<file path="src/rtl/mxint_dequant_serializer.sv">
// Widens one MXINT block (shared exponent + BLOCK_SIZE signed mantissas) into
// signed fixed-point words and streams them out one per cycle with saturation.
module mxint_dequant_serializer #(
    parameter int BLOCK_SIZE = 4,
    parameter int MAN_WIDTH  = 8,
    parameter int EXP_WIDTH  = 8,
    parameter int EXP_BIAS   = 127,
    parameter int OUT_WIDTH  = 16,
    parameter int OUT_FRAC   = 4
) (
    input  logic                            clk,
    input  logic                            rst,
    input  logic                            in_valid,
    output logic                            in_ready,
    input  logic [EXP_WIDTH-1:0]            in_exp,
    input  logic [BLOCK_SIZE*MAN_WIDTH-1:0] in_man,
    output logic                            out_valid,
    input  logic                            out_ready,
    output logic [OUT_WIDTH-1:0]            out_data,
    output logic                            out_last,
    output logic                            out_sat
);
    localparam int IW = (BLOCK_SIZE > 1) ? $clog2(BLOCK_SIZE) : 1;
    localparam int WW = MAN_WIDTH + OUT_WIDTH + 1;
    localparam logic [IW-1:0] LAST = IW'(BLOCK_SIZE - 1);
    localparam logic signed [WW-1:0] MAXV = {{(MAN_WIDTH+2){1'b0}}, {(OUT_WIDTH-1){1'b1}}};
    localparam logic signed [WW-1:0] MINV = {{(MAN_WIDTH+2){1'b1}}, {(OUT_WIDTH-1){1'b0}}};

    typedef enum logic {IDLE, EMIT} state_t;

    state_t                               state, state_n;
    logic [IW-1:0]                        idx, idx_n;
    logic                                 load;
    logic [EXP_WIDTH-1:0]                 hold_exp;
    logic [BLOCK_SIZE-1:0][MAN_WIDTH-1:0] hold_man;

    always_ff @(posedge clk) begin
        if (rst) begin
            state <= IDLE;
            idx   <= '0;
        end else begin
            state <= state_n;
            idx   <= idx_n;
        end
    end

    always_ff @(posedge clk) begin
        if (load) begin
            hold_exp <= in_exp;
            hold_man <= in_man;
        end
    end

    always_comb begin
        state_n   = state;
        idx_n     = idx;
        load      = 1'b0;
        in_ready  = 1'b0;
        out_valid = 1'b0;
        case (state)
            IDLE: begin
                in_ready = 1'b1;
                if (in_valid) begin
                    load    = 1'b1;
                    idx_n   = '0;
                    state_n = EMIT;
                end
            end
            EMIT: begin
                out_valid = 1'b1;
                // Refill is only possible on the cycle the final word leaves.
                in_ready  = (idx == LAST) && out_ready;
                if (out_ready) begin
                    if (idx != LAST) begin
                        idx_n = idx + 1'b1;
                    end else if (in_valid) begin
                        load  = 1'b1;
                        idx_n = '0;
                    end else begin
                        idx_n   = '0;
                        state_n = IDLE;
                    end
                end
            end
            default: state_n = IDLE;
        endcase
    end

    int                          sh, lsh, rsh;
    logic signed [MAN_WIDTH-1:0] m;
    logic signed [WW-1:0]        mext, wide;
    logic [OUT_WIDTH-1:0]        data;
    logic                        sat;

    // Shift amounts are capped: any nonzero mantissa shifted left by OUT_WIDTH
    // already saturates, and right shifts by MAN_WIDTH leave only the sign.
    always_comb begin
        m    = hold_man[idx];
        mext = {{(WW-MAN_WIDTH){m[MAN_WIDTH-1]}}, m};
        sh   = int'(hold_exp) - EXP_BIAS + OUT_FRAC;
        lsh  = (sh > OUT_WIDTH) ? OUT_WIDTH : sh;
        rsh  = (-sh > MAN_WIDTH) ? MAN_WIDTH : -sh;
        wide = (sh >= 0) ? (mext <<< lsh) : (mext >>> rsh);
        sat  = 1'b0;
        data = wide[OUT_WIDTH-1:0];
        if (wide > MAXV) begin
            data = MAXV[OUT_WIDTH-1:0];
            sat  = (sh >= 0);
        end else if (wide < MINV) begin
            data = MINV[OUT_WIDTH-1:0];
            sat  = (sh >= 0);
        end
    end

    assign out_data = (state == EMIT) ? data : '0;
    assign out_sat  = (state == EMIT) && sat;
    assign out_last = (state == EMIT) && (idx == LAST);

endmodule

</file>
<file path="config.mk">
export PLATFORM = sky130hd
export DESIGN_NAME = mxint_dequant_serializer
export DESIGN_NICKNAME = d
export VERILOG_FILES = /design/src/rtl/mxint_dequant_serializer.sv
export SDC_FILE = /design/constraint.sdc
export NUM_CORES = 1
export LEC_CHECK = 0
export BUFFER_PORTS_ARGS = -buffer_cell sky130_fd_sc_hd__buf_4
export CAP_MARGIN = 20
export CORE_ASPECT_RATIO = 0.6
export CORE_MARGIN = 4
export CORE_UTILIZATION = 45
export DETAILED_ROUTE_END_ITERATION = 8
export GPL_ROUTABILITY_DRIVEN = 0
export PLACE_DENSITY = 0.65
export SLEW_MARGIN = 40
export SYNTH_ARGS = -nofsm -noshare
export SYNTH_HDL_FRONTEND = slang
export SYNTH_SLANG_ARGS = --single-unit
</file>
<file path="constraint.sdc">
create_clock -name clk -period 9.44 [get_ports clk]
set_clock_uncertainty 0.1 [all_clocks]
set_input_delay 0.472 -clock clk [delete_from_list [all_inputs] [get_ports clk]]
set_output_delay 0.472 -clock clk [all_outputs]
set_load 0.01 [all_outputs]
</file>
-- Yosys cells after proc, flatten, opt, wreduce, memory -nomap -nowiden
Cells that the tools add are included.
- $add $sub $neg: 4
- order comparisons: 6
- equal/unequal tests: 4
- shift-type cells: 2
- multiplexer cells: 23
- bitwise gates (word level): 1
- reductions and logical operators: 4
- operator list (operator ; count):
    two-way mux 32 bit ; 2
    two-way mux 16 bit ; 3
    greater-than comparator 32 x 5 -> 1 bit (second input constant) ; 1
    negation 10 -> 32 bit ; 1
    <<< shifter 8 x 32 -> 25 bit ; 1
    >>> shifter 8 x 32 -> 25 bit ; 1
    greater-than comparator 25 x 16 -> 1 bit (second input constant) ; 1
    < comparator 25 x 16 -> 1 bit (second input constant) ; 1
    two-way mux 25 bit ; 1
    binary-select mux 8 bit (select 2 bit) ; 1
    adder 9 x 4 -> 10 bit (second input constant) ; 1
    greater-or-equal comparator 10 x 1 -> 1 bit (second input constant) ; 1
    greater-than comparator 10 x 6 -> 1 bit (second input constant) ; 1
    subtractor 8 x 7 -> 9 bit (second input constant) ; 1
    two-way mux 1 bit ; 8
    two-way mux 8 bit ; 1
    two-way mux 2 bit ; 3
    != test 2 bit (second input constant) ; 3
    case mux 1 bit (2 select lines) ; 3
    case mux 2 bit (2 select lines) ; 1
    logical AND 1 bit ; 3
    < comparator 2 x 3 -> 1 bit (second input constant) ; 1
    adder 2 x 1 -> 2 bit (second input constant) ; 1
    == test 2 bit (second input constant) ; 1
    2 further kinds ; 2
- bits in registers: 43
- input port bits: 44

-- Longest topological paths before layout
- depth after elaboration: 11
- depth in mapped cells: 24
- depth with buffers taken out: 21

-- Worst setup path after synthesis
No wires, ideal clock.
- path type: reg2out
- start: register hold_exp[1]
- end: output port out_data[1]
- arrival time: 5.347 ns
- data required time: 8.868 ns
- path slack: 3.521 ns
- cell stages (with the launch flop): 23
- buffers on the path: 3
- cells stage by stage: edfxtp_1 ha_1 xnor2_1 inv_1 buf_2 ha_1 clkbuf_1 or3_1 clkbuf_1 nor2_2 nand2_1 ha_1 nor4bb_1 nand3_1 a31oi_1 and4b_1 a31oi_1 o21ai_1 nand2_1 mux2_1 o211ai_1 a21oi_1 o31ai_1
- cells in the longest elaborated chain, start to end: 11
- elaborated cells on any way between the ends: 16
- ends and longest elaborated chain (element ; line ; RTL):
    start: declaration ; 34 ; logic [EXP_WIDTH-1:0] hold_exp;
    start signal: assignment ; 49 ; hold_exp <= in_exp;
    subtractor 8 x 7 -> 9 bit * ; 100 ; sh = int'(hold_exp) - EXP_BIAS + OUT_FRAC;
    adder 9 x 4 -> 10 bit * ; 100 ;
    negation 10 -> 32 bit ; 102 ; rsh = (-sh > MAN_WIDTH) ? MAN_WIDTH : -sh;
    greater-than comparator 32 x 5 -> 1 bit ; 102 ;
    two-way mux 32 bit ; 102 ;
    >>> shifter 8 x 32 -> 25 bit ; 103 ; wide = (sh >= 0) ? (mext <<< lsh) : (mext >>> rsh);
    two-way mux 25 bit * ; 103 ;
    < comparator 25 x 16 -> 1 bit ; 109 ; end else if (wide < MINV) begin
    two-way mux 16 bit ; 109 ;
    two-way mux 16 bit * ; 106 ; if (wide > MAXV) begin
    two-way mux 16 bit * ; 115 ; assign out_data = (state == EMIT) ? data : '0;
    end: declaration ; 19 ; output logic [OUT_WIDTH-1:0] out_data,
Every way passes the cells marked *; elsewhere a longest branch is shown, timed or not.

-- Final worst setup path
- start: register hold_exp[0]
- end: output port out_data[1]
The elaborated chain is that of the path after synthesis.

==> out/metrics.cfg <==
[run_status]
status=finished with violations
violations=DRC

[die]
die_area_um2=11600
rows=27
pin_count=64
start_util_pct=47.2
core_area_um2=9390
die_w_um=136
die_h_um=84.9

[cts]
cts_sinks=43
path_clk_slew_ps=50
cts_tree=yes
cts_setup_buffers=0
cts_max_path_buffers=2
ctsResizeCount=0
h-tree-depth=2
cts_hold_buf=0
cts-buffers-inserted=5
clockRootBuffer=clkbuf_16
clock_latency_ps=280

[final_layout]
final_nets=604
layout-drive-gt1-share_pct=23.3
fin_cells=679
insertedDiodeCount=0
area.growth.synth_to_final_pct=15.4

[detailed_routing]
wl_met2_um=5420
routed_via_density=6.72
ant_nets=0
route.top_layer_used=met4
wl_um=13800
vias=4561
drc=1
drt-pass1-iter-count=9
met3_length_um=1990
wl_per_cell_um=20.3
drt-initial-drc-count=759
wl_met1_um=6020

[timing]
min_period_ps=7140
hold_ws_ps=261
final-max-slew-violation-count=0
tightestPinTransition_ps=797
max_freq_mhz=140
hold_viol_final=0
fin_crit_sh_pct=75.7
relSlewSlack_pct=46.6
grt_setup_unrepaired=false
setup_viol=0
setup_ws_ps=2300
tns_ps=0

[placement]
place_inst=671
port_buffers=63
dp_hpwl_um=10500
place_ws_ps=2370

[setup_path]
crit_path_frequent_cell=ha_1
critPathMaxStageDelay_ps=540
worstPathArrival_ps=6570
start_kind=flip-flop
crit_fanout=31
path_cells=buf_4 -> ha_1 -> xnor2_2 -> inv_1 -> ha_1 -> xor2_1 -> xnor2_1 -> nor2_2 -> nand2_1 -> ha_1 -> nor4bb_1 -> nand3_1 -> a31oi_1 -> and4b_1 -> a31oi_1 -> o21ai_1 -> nand2_1 -> mux2_1 -> o211ai_1 -> a21oi_1 -> o31ai_1 -> buf_4
cp.required_ps=8870
worstSetupEndpointType=output pin
path_class=flip-flop to output pin
crit_slowest_cell=xnor2_2

[global_route]
grt_max_degree=41
grt_pass1_vias=4143
grt_pass1_wl_um=21800
antenna_found_initial=0
grt-ovfl-total=0
track_usage_pct=23.5

[logic_synthesis]
ys.flop_type=edfxtp_1
syn-instance-count=502
yosys-top-cells-area=edfxtp_1 27%, nand2_1 4.2%, nor2_1 4.0%
syn_area_per_cell_um2=8.83
synth_seq_area_share_pct=28.5
synth_nets=558
syn_area_um2=4430
yosys.area.top_type=edfxtp_1
ys_warn_count=0
synth-edff-count=40
synth.most_common_cell=nand2_1
async_flop_share_pct=0
ys_types=96
synth_commonest_cells=50 x nand2_1, 47 x nor2_1, 40 x edfxtp_1
synth_top_area_share_pct=27.1
synth-seq-cells=43

[job]
cap_violations=0

[power_and_ir_drop]
p_leak_nw=1.85
ir_drop_mv=0.144
power_mw=0.623
powerDensity_nw_per_um2=122

[hold_path]
hold_path_class=input pin to flip-flop

==> metal layers <==
metal	GRT usage, %	vias up
li1	-	2075
met3	6.81	51
met2	31.5	339
met1	36.4	2096
met4	6.04	0
met5	0	-
==> registers in the layout, indices dropped and copies added (netlist names) <==
| signal | count |
|---|---|
| idx | 2 |
| hold_man | 32 |
| hold_exp | 8 |
| state | 1 |
==> kinds of logic (layout without fill, tap and decap cells) <==
kind of cell / Yosys count / after routing / synth area share [%]
mux: 26 / 26 / 8.18
flops: 43 / 43 / 28.5
xor+xnor: 7 / 7 / 1.38
fa+ha+maj: 12 / 12 / 3.39
buf+inv: 41 / 88 / 4.15
compound gates: 191 / 191 / 32.5
simple gates: 182 / 182 / 21.9
==> path summary, 6_finish.rpt <==
kind	cells past startpoint	startpoint	end	slack, ps
worst min register to register	2	idx[1]$_SDFFE_PP0P_	idx[1]$_SDFFE_PP0P_	700
worst max-delay path	22	hold_exp[0]$_DFFE_PP_	out_data[1]	2300
worst max register to register	4	idx[0]$_SDFFE_PP0P_	hold_exp[5]$_DFFE_PP_	7330
worst min-delay path	2	rst	state$_SDFF_PP0_	260
==> cell usage in the layout, fill, tap and decap left out, types with 4 or more instances in the layout <==
cell	netlist	final
mux2i_1	13	13
o41ai_1	4	4
ha_1	12	12
buf_4	2	66
a211oi_1	13	12
and2_1	11	10
nor3_1	14	14
mux4_2	7	7
nand2_1	50	50
o21ai_1	13	13
edfxtp_1	40	40
o21a_1	4	4
a21oi_2	4	4
nor2_1	47	47
o31ai_1	7	7
nand4_1	4	4
or3_1	4	4
nand3_1	13	13
a21o_1	10	10
and3_1	4	4
o21ai_0	21	21
o211ai_1	10	10
a31oi_1	13	13
inv_1	11	11
a21oi_1	32	32
clkbuf_16	0	5
==> per-stage QoR <==
stage,utilization [%],area [um^2]
floorplan,-,4430
global placement,52.8,4960
detailed placement,52.8,4960
CTS,54.3,5100
global route,54.5,5120
finish,54.5,5120
==> worst max-delay path, delay by kind of cell, from the launching register on <==
kind | cells | cell delay, ps
AND/OR/NAND/NOR | 6 | 1270
XOR/XNOR | 3 | 1250
AO/OA/AOI/OAI | 6 | 1190
adder cells (fa/ha/maj) | 3 | 1120
buffers and inverters | 3 | 770
flip-flops | 1 | 350
multiplexers | 1 | 350
==> report_power, final <==
group	switching (mW)	internal, mW	leakage, nW
clock	0.0638	0.0974	0.0669
combinational	0.144	0.0867	1.38
sequential	0.00956	0.221	0.405
==> final cells by class <==
| type | instances | area (um^2) |
|---|---|---|
| Clock buffer | 6 | 129 |
| Clock inverter | 2 | 12.5 |
| Fill cell | 861 | 4280 |
| Inverter | 14 | 52.6 |
| Multi-Input combinational cell | 418 | 3000 |
| Sequential cell | 43 | 1260 |
| Tap cell | 130 | 163 |
| Timing Repair Buffer | 66 | 495 |
Note: power is estimated with default switching activity, not from simulation.
